`src/rtl/pattern_stream_counter.sv`:
```
// Streaming pattern matcher with method-style EN_/RDY_ handshakes: start() loads a
// pattern, each next() consumes one symbol and returns {match, running count}, stop() ends.
module pattern_stream_counter #(
    parameter int unsigned K_W     = 1,
    parameter int unsigned MAX_LEN = 8,
    parameter int unsigned CNT_W   = 8,
    parameter int unsigned OVERLAP = 1,
    localparam int unsigned LEN_W  = $clog2(MAX_LEN + 1)
) (
    input  logic                   CLK,
    input  logic                   RST,
    input  logic [MAX_LEN*K_W-1:0] start_pat,
    input  logic [LEN_W-1:0]       start_len,
    input  logic                   EN_start,
    output logic                   RDY_start,
    input  logic [K_W-1:0]         next_k,
    input  logic                   EN_next,
    output logic [CNT_W:0]         next,
    output logic                   RDY_next,
    input  logic                   EN_stop,
    output logic                   RDY_stop,
    output logic [CNT_W-1:0]       count_out
);

    // Only MAX_LEN-1 past symbols are stored; the incoming next_k completes the window.
    localparam int unsigned HD = (MAX_LEN > 1) ? MAX_LEN - 1 : 1;
    localparam logic [LEN_W-1:0] MAX_LEN_L = LEN_W'(MAX_LEN);

    typedef enum logic {
        IDLE,
        RUN
    } state_t;

    state_t                 state_q, state_d;
    logic [HD*K_W-1:0]      hist_q, hist_d;
    logic [MAX_LEN*K_W-1:0] pat_q, pat_d;
    logic [LEN_W-1:0]       len_q, len_d;
    logic [LEN_W-1:0]       fill_q, fill_d;
    logic [CNT_W-1:0]       count_q, count_d;

    logic [(HD+1)*K_W-1:0]  window;
    logic                   pat_eq;
    logic                   fill_ok;
    logic                   hit;
    logic                   cnt_sat;
    logic [CNT_W-1:0]       count_upd;

    // Symbol 0 of the window is the newest (next_k); pattern symbol len-1 is the newest.
    assign window = {hist_q, next_k};

    always_comb begin : match_c
        pat_eq = 1'b1;
        for (int unsigned i = 0; i < MAX_LEN; i++) begin
            if (i < 32'(len_q)) begin
                if (pat_q[i*K_W +: K_W] != window[(32'(len_q) - 1 - i)*K_W +: K_W]) begin
                    pat_eq = 1'b0;
                end
            end
        end
    end

    assign fill_ok   = ((LEN_W+1)'(fill_q) + (LEN_W+1)'(1)) >= (LEN_W+1)'(len_q);
    assign hit       = (state_q == RUN) && (len_q != '0) && fill_ok && pat_eq;
    assign cnt_sat   = &count_q;
    assign count_upd = count_q + CNT_W'(hit && !cnt_sat);

    assign next      = (state_q == RUN) ? {hit, count_upd} : '0;
    assign RDY_start = (state_q == IDLE);
    assign RDY_next  = (state_q == RUN);
    assign RDY_stop  = (state_q == RUN);
    assign count_out = count_q;

    always_comb begin : fsm_c
        state_d = state_q;
        hist_d  = hist_q;
        pat_d   = pat_q;
        len_d   = len_q;
        fill_d  = fill_q;
        count_d = count_q;
        case (state_q)
            IDLE: begin
                if (EN_start) begin
                    state_d = RUN;
                    pat_d   = start_pat;
                    len_d   = (start_len > MAX_LEN_L) ? MAX_LEN_L : start_len;
                    hist_d  = '0;
                    fill_d  = '0;
                    count_d = '0;
                end
            end
            RUN: begin
                // stop has priority; a simultaneous next() symbol is dropped
                if (EN_stop) begin
                    state_d = IDLE;
                end else if (EN_next) begin
                    hist_d  = window[HD*K_W-1:0];
                    fill_d  = (fill_q == MAX_LEN_L) ? fill_q : fill_q + LEN_W'(1);
                    count_d = count_upd;
                    if (OVERLAP == 0 && hit) begin
                        hist_d = '0;
                        fill_d = '0;
                    end
                end
            end
            default: state_d = IDLE;
        endcase
    end

    always_ff @(posedge CLK) begin
        if (RST) begin
            state_q <= IDLE;
            hist_q  <= '0;
            pat_q   <= '0;
            len_q   <= '0;
            fill_q  <= '0;
            count_q <= '0;
        end else begin
            state_q <= state_d;
            hist_q  <= hist_d;
            pat_q   <= pat_d;
            len_q   <= len_d;
            fill_q  <= fill_d;
            count_q <= count_d;
        end
    end

endmodule

```
`config.mk`:
```
export PLATFORM = sky130hd
export DESIGN_NAME = pattern_stream_counter
export DESIGN_NICKNAME = d
export VERILOG_FILES = /design/src/rtl/pattern_stream_counter.sv
export SDC_FILE = /design/constraint.sdc
export NUM_CORES = 1
export LEC_CHECK = 0
export ABC_CLOCK_PERIOD_IN_PS = 12450
export CORE_MARGIN = 2
export CORE_UTILIZATION = 61
export DETAILED_ROUTE_END_ITERATION = 8
export PLACE_DENSITY = 0.85
export SETUP_SLACK_MARGIN = 0.4
export SLEW_MARGIN = 15
export SYNTH_ARGS = -nofsm -noshare
export SYNTH_HDL_FRONTEND = slang
export SYNTH_SLANG_ARGS = --single-unit
```
`constraint.sdc`:
```
create_clock -name CLK -period 12.45 [get_ports CLK]
set_clock_uncertainty 0.1 [all_clocks]
set_input_delay 1.245 -clock CLK [delete_from_list [all_inputs] [get_ports CLK]]
set_output_delay 1.245 -clock CLK [all_outputs]
set_load 0.02 [all_outputs]
```
==> results of run 1 <==
[cells in the mapped netlist, types with 5 or more instances]
cell	number
nand2_1	57
a21oi_1	34
dfxtp_1	32
nand3_1	21
ha_1	20
nor2_1	20
inv_1	11
mux2i_1	11
clkbuf_1	10
nor3_1	10
o21ai_0	10
xor2_1	10
buf_2	8
nand2b_1	8
xnor2_1	8
mux4_2	5
nand3b_1	5
nand4_1	5
nor4_1	5
[sequential cells by signal (all words and copies together) (netlist names)]
name	count
RDY_next	1
count_out	8
fill_q	4
hist_q	7
len_q	4
pat_q	8
[cell families (layout without fill, tap and decap cells)]
| group | after synthesis | in the layout | share of synthesized area [%] |
|---|---|---|---|
| and+or+nand+nor | 158 | 158 | 27.32 |
| AOI/OAI and AO/OA | 84 | 84 | 19.29 |
| buffers and inverters | 37 | 61 | 6.014 |
| DFF | 32 | 32 | 21.99 |
| muxes | 21 | 21 | 10.61 |
| adders and majority gates | 20 | 20 | 8.591 |
| xor gates and xnor gates | 19 | 19 | 6.185 |
[power by group]
part	switching (mW)	internal, mW	total (mW)
registers	0.00431	0.105	0.109
logic	0.0431	0.0315	0.0746
clock network	0.0402	0.0706	0.111
[layout make-up]
class                           count  area [sq um]  area share (%)
Multi-Input combinational cell    302          2097           62.33
Clock buffer                        7         96.34           2.864
Tap cell                           54         67.56           2.008
Timing Repair Buffer               39         380.4           11.31
Sequential cell                    32         640.6           19.04
Clock inverter                      1         30.03          0.8925
Inverter                           14         52.55           1.562
[placed cells by master, fill, tap and decap left out, drive strengths merged, types with 2 or more instances in the layout]
| cell | instances |
|---|---|
| o21bai | 2 |
| o2111ai | 4 |
| or3 | 3 |
| nor3b | 2 |
| o21ai | 13 |
| ha | 20 |
| and3 | 3 |
| nand4 | 5 |
| a21oi | 34 |
| clkdlybuf4s50 | 36 |
| mux2i | 11 |
| or2 | 4 |
| dfxtp | 32 |
| inv | 13 |
| nor3 | 10 |
| clkbuf | 7 |
| buf | 3 |
| o32ai | 2 |
| nand3b | 5 |
| and2 | 5 |
| xnor2 | 8 |
| nor2b | 4 |
| a32oi | 2 |
| nand2b | 8 |
| a211oi | 3 |
| nor2 | 20 |
| mux4 | 7 |
| mux2 | 3 |
| xor2 | 10 |
| a31oi | 4 |
| nand2 | 57 |
| nor4 | 5 |
| o31ai | 4 |
| o211ai | 3 |
| nand3 | 21 |
[critical path, delay by kind of cell (launching register included)]
| family | cells | cell delay [ps] |
|---|---|---|
| XOR/XNOR | 2 | 620 |
| multiplexers | 1 | 210 |
| AND/OR/NAND/NOR | 6 | 970 |
| AO/OA/AOI/OAI | 2 | 630 |
| adder cells (fa/ha/maj) | 4 | 1320 |
| buffers and inverters | 3 | 1090 |
| flip-flops | 1 | 680 |
[per-layer routing]
metal | GRT usage [%] | vias up
met5 | 0 | -
met1 | 39.35 | 1323
met3 | 5.249 | 20
met4 | 13.99 | 0
met2 | 50.45 | 116
li1 | - | 1401
[path summary, 6_finish.rpt]
path	from	depth (start not counted)	slack, ps	to
worst max-delay path	len_q[1]	18	5290	next[4]
worst min-delay path	pat_q[3]	2	370	pat_q[3]
worst max register to register	len_q[1]	19	7130	count_out[4]
worst min register to register	pat_q[3]	2	370	pat_q[3]
==> summary.md, run 1 <==
| Metric | Value |
|---|---|
| Vias per inst | `6.370` |
| Final slew viol count | `0` |
| Pre-CTS setup slack | `5772 ps` |
| Clk sinks | `32` |
| Delay of the slowest critical-path stage | `680 ps` |
| Setup ws final | `5288 ps` |
| DRC Markers | `0` |
| Power, Total | `0.2947 mW` |
| Yosys warns | `0` |
| Die Span X | `73.10 um` |
| Syn avg cell area | `7.851 sq um` |
| # placed instances | `441` |
| Met2 wire length | `3.667 mm` |
| Synth Cell Area | `2913 sq um` |
| Drt wl/cell | `17.04 um` |
| Critical path arrival | `5820 ps` |
| Worst-path maximum fanout | `25` |
| Post-synth cell types | `65` |
| GRT Total Usage | `30.77%` |
| Nets | `432` |
| Synthesis-to-finish area growth | `15.51%` |
| Worst-path cell chain | `inv_1 > ha_1 > xor2_1 > inv_1 > ha_1 > nand2b_1 > or3_1 > a311o_1 > a41oi_1 > mux2_2 > nand3_1 > nor3_1 > ha_1 > ha_1 > nand3_1 > xor2_1 > nor2_1 > clkdlybuf4s50_1` |
| CTS root buf | `clkbuf_8` |
| Crit path top cell by count | `ha_1` |
| Total Wirelength | `7.651 mm` |
| Layout cells sized above 1 | `7.595%` |
| FMAX | `139.6 MHz` |
| Initial drt markers | `252` |
| Top layer used by detailed routing | `met4` |
| Die Ht | `73.10 um` |
| Static leakage | `1.188 nW` |
| Slew HR | `31.06%` |
| PortBufs | `37` |
| Least-Margin Pin Slew | `1032 ps` |
| GPL Wtd Cong | `0.9794` |
| Flops & latches, synth | `32` |
| Post-synth EDFFs | `0` |
| Post-synthesis sequential area ratio | `21.99%` |
| Status | `finished clean` |
| Row count | `25` |
| Initial antenna violation count | `0` |
| Worst vdd ir | `0.06379 mV` |
| Largest cells by area after synthesis | `dfxtp_1 (22%), ha_1 (8.6%), nand2_1 (7.3%)` |
| Top_reg_cell synth | `dfxtp_1` |
| Vias in the first global route | `2,703` |
| RSZ-0062 raised after global routing | `no` |
| Clock Latency Late Sink | `290 ps` |
| # fillers | `376` |
| First-pass iteration count of the detailed router | `5` |
| Number of top-level pins | `38` |
| Critical Path End Type | `output port` |
| Clock buffer count from CTS | `5` |
| N_diodes | `0` |
| Final hold slack | `370.9 ps` |
| Crit path required time | `11,100 ps` |
| CP startpoint kind | `flop` |
| Clock-pin slew on the worst setup and hold paths | `70 ps` |
| Cell Pwr Density | `87.58 nW/um^2` |
| Setup TNS | `0 ps` |
| Starting Density | `62.50%` |
| Crit Path Class | `flop to output port` |
| Synth top area share | `21.99%` |
| Max-cap violations | `0` |
| Final Non-Filler Cells | `449` |
| M1 WL | `3.247 mm` |
| Ys async rst share | `0%` |
| Post-DRT Antenna Nets | `0` |
| Total congestion overflow | `0` |
| Post-synth top area cell | `dfxtp_1` |
| Largest net degree at the start of global routing | `35` |
| Tmin final | `7162 ps` |
| Die Area | `5344 sq um` |
| Placed Area | `3243 sq um` |
| Post-cts sizing count | `0` |
| Final instance area | `3364 sq um` |
| First-pass GRT wire length | `12.79 mm` |
| Hold Crit Class | `flop to flop` |
| Syn Inst Count | `371` |
| Post-CTS setup buffers | `0` |
| CTS tree | `built` |
| Final Hold Viols | `0` |
| Clk buf depth | `2` |
| Tcrit/Tclk final | `57.52%` |
| Hpwl dp | `5.579 mm` |
| CP max-delay cell | `dfxtp_1` |
| Vias | `2,860` |
| Hold_buf cts | `0` |
| Post-layout util | `72.19%` |
| CTS H-tree lvls | `2` |
| Post-Syn Nets | `409` |
| Final setup fails | `0` |
| Routed wl met3 | `532 um` |
| Core footprint | `4661 sq um` |
(Power assumes the default switching activity.)
==> run 2, diff against run 1 <==
--- a/config.mk
+++ b/config.mk
@@ -5,11 +5,11 @@
 export SDC_FILE = /design/constraint.sdc
 export NUM_CORES = 1
 export LEC_CHECK = 0
-export ABC_CLOCK_PERIOD_IN_PS = 12450
+export ABC_CLOCK_PERIOD_IN_PS = 7100
 export CORE_MARGIN = 2
-export CORE_UTILIZATION = 61
+export CORE_UTILIZATION = 56
 export DETAILED_ROUTE_END_ITERATION = 8
-export PLACE_DENSITY = 0.85
+export PLACE_DENSITY = 0.79
 export SETUP_SLACK_MARGIN = 0.4
 export SLEW_MARGIN = 15
 export SYNTH_ARGS = -nofsm -noshare
==> constraint.sdc (replaced) <==
create_clock -name CLK -period 7.1 [get_ports CLK]
set_clock_uncertainty 0.1 [all_clocks]
set_input_delay 0.71 -clock CLK [delete_from_list [all_inputs] [get_ports CLK]]
set_output_delay 0.71 -clock CLK [all_outputs]
set_load 0.02 [all_outputs]
==> summary.md, run 2 (synthesized netlist as in run 1, its figures left out) <==
| Metric | Value |
|---|---|
| Post-DRT Antenna Nets | `0` |
| Static leakage | `1.183 nW` |
| Setup TNS | `0 ps` |
| Least-Margin Pin Slew | `997.5 ps` |
| FMAX | `159.7 MHz` |
| DRC Markers | `0` |
| WHS Endpoint | `pat_q[1]` |
| Row count | `26` |
| R2R Path Start | `len_q[1]` |
| # fillers | `461` |
| Post-cts sizing count | `0` |
| Synthesis-to-finish area growth | `15.68%` |
| Drt wl/cell | `16.54 um` |
| PortBufs | `37` |
| Max-cap violations | `0` |
| Vias | `2,815` |
| Leading cell type in the layout, fill and taps excluded | `nand2_1` |
| Tcrit/Tclk final | `88.19%` |
| Critical Path End Type | `output port` |
| Cell Pwr Density | `142.2 nW/um^2` |
| Clock Latency Late Sink | `290 ps` |
| Crit path required time | `6290 ps` |
| Initial drt markers | `153` |
| Tmin final | `6262 ps` |
| # placed instances | `459` |
| Clock-pin slew on the worst setup and hold paths | `70 ps` |
| Clock buffer count from CTS | `5` |
| Crit Path Class | `flop to output port` |
| Final slew viol count | `0` |
| Hold_buf cts | `0` |
| Die Span X | `76.12 um` |
| Setup ws final | `838.2 ps` |
| Most frequent cells in the layout | `nand2_1 (57), clkdlybuf4s50_1 (36), a21oi_1 (34)` |
| Hold path startpoint | `pat_q[1]` |
| Layout cells sized above 1 | `7.828%` |
| FF-to-FF path depth | `17` |
| Pre-CTS setup slack | `1178 ps` |
| Worst vdd ir | `0.1200 mV` |
| Clk sinks | `32` |
| CTS H-tree lvls | `2` |
| Hpwl dp | `5.600 mm` |
| Hold Crit Depth | `2` |
| First-pass GRT wire length | `13.23 mm` |
| Final setup fails | `0` |
| CTS tree | `built` |
| N_diodes | `0` |
| Vias per inst | `6.041` |
| RSZ-0062 raised after global routing | `no` |
| GPL Wtd Cong | `0.8761` |
| Largest net degree at the start of global routing | `35` |
| Total congestion overflow | `0` |
| Core footprint | `5075 sq um` |
| Initial antenna violation count | `0` |
| Die Area | `5794 sq um` |
| Worst-path maximum fanout | `21` |
| Critical path arrival | `5450 ps` |
| R2R setup slack | `2170 ps` |
| Vias in the first global route | `2,656` |
| Starting Density | `57.40%` |
| Die Ht | `76.12 um` |
| GRT Total Usage | `28.33%` |
| Number of top-level pins | `38` |
| CTS root buf | `clkbuf_8` |
| Status | `finished clean` |
| Post-CTS setup buffers | `0` |
| Final Non-Filler Cells | `466` |
| Reg-to-Reg End | `count_out[4]` |
| Slew HR | `33.36%` |
| CP startpoint kind | `flop` |
| Clk buf depth | `2` |
| Nets | `434` |
| First-pass iteration count of the detailed router | `4` |
| Total Wirelength | `7.708 mm` |
| Final Hold Viols | `0` |
| Hold Crit Class | `flop to flop` |
| Power, Total | `0.4791 mW` |
## run 2: how the worst max path moves through the flow
stage                    to     start  depth (start not counted)  slack [ps]
CTS                 next[4]  len_q[1]                         16         860
global placement    next[4]  len_q[1]                         16        1300
finish              next[4]  len_q[1]                         16         840
detailed placement  next[4]  len_q[1]                         16        1180
global route        next[2]  len_q[1]                         16         410
floorplan           next[4]  len_q[0]                         21        1650
## run 2: power breakdown
part           leakage [nW]  internal, mW  total, mW  switching (mW)
sequential            0.260         0.184      0.191         0.00673
combinational         0.873        0.0556      0.132          0.0763
clock                0.0503        0.0864      0.156          0.0700
## run 2: final cells by class
cell class,instances,area [sq um],area share (%)
clock buffers,7,96.34,2.859
flip-flops and latches,32,640.6,19.01
multi-input cells,302,2097,62.24
well taps,70,87.58,2.599
repair buffers,41,395.4,11.73
inverters,14,52.55,1.560
## run 2: worst max-delay path, stage by stage (launching register included)
cell and delay (ps):
dfxtp_1 660, inv_1 250, ha_1 870, ha_1 410, nand2b_1 120, or3_1 310
a311o_1 350, a41oi_1 190, mux2_2 200, nand3_1 60, nor3_1 220, ha_1 280
ha_1 230, nand3_1 100, xor2_1 150, nor2_1 120, clkdlybuf4s50_1 630
## run 2: per-layer routing
layer / global-route usage, % / vias up / wire (um)
met3: 6.161 / 13 / 602
met4: 9.455 / 0 / 139
met1: 37.46 / 1309 / 3363
met5: 0 / - / 0
li1: - / 1400 / -
met2: 46.16 / 93 / 3602
## run 2: metrics by stage
step / utilization, % / hold slack, ps / cell area, sq um
2_1_floorplan: - / 343.9 / 2913
3_3_place_gp: 64.60 / 360.9 / 3278
3_5_place_dp: 64.60 / 363.7 / 3278
4_1_cts: 66.49 / 372.7 / 3374
5_1_grt: 66.40 / 395.6 / 3369
6_report: 66.40 / 372.1 / 3369
==> run 3, diff against run 2 <==
--- a/config.mk
+++ b/config.mk
@@ -6,6 +6,7 @@
 export NUM_CORES = 1
 export LEC_CHECK = 0
 export ABC_CLOCK_PERIOD_IN_PS = 7100
+export CAP_MARGIN = 10
 export CORE_MARGIN = 2
 export CORE_UTILIZATION = 56
 export DETAILED_ROUTE_END_ITERATION = 8
==> results of run 3 <==
No change in the layout: final DEF, timing and power equal those of run 2.
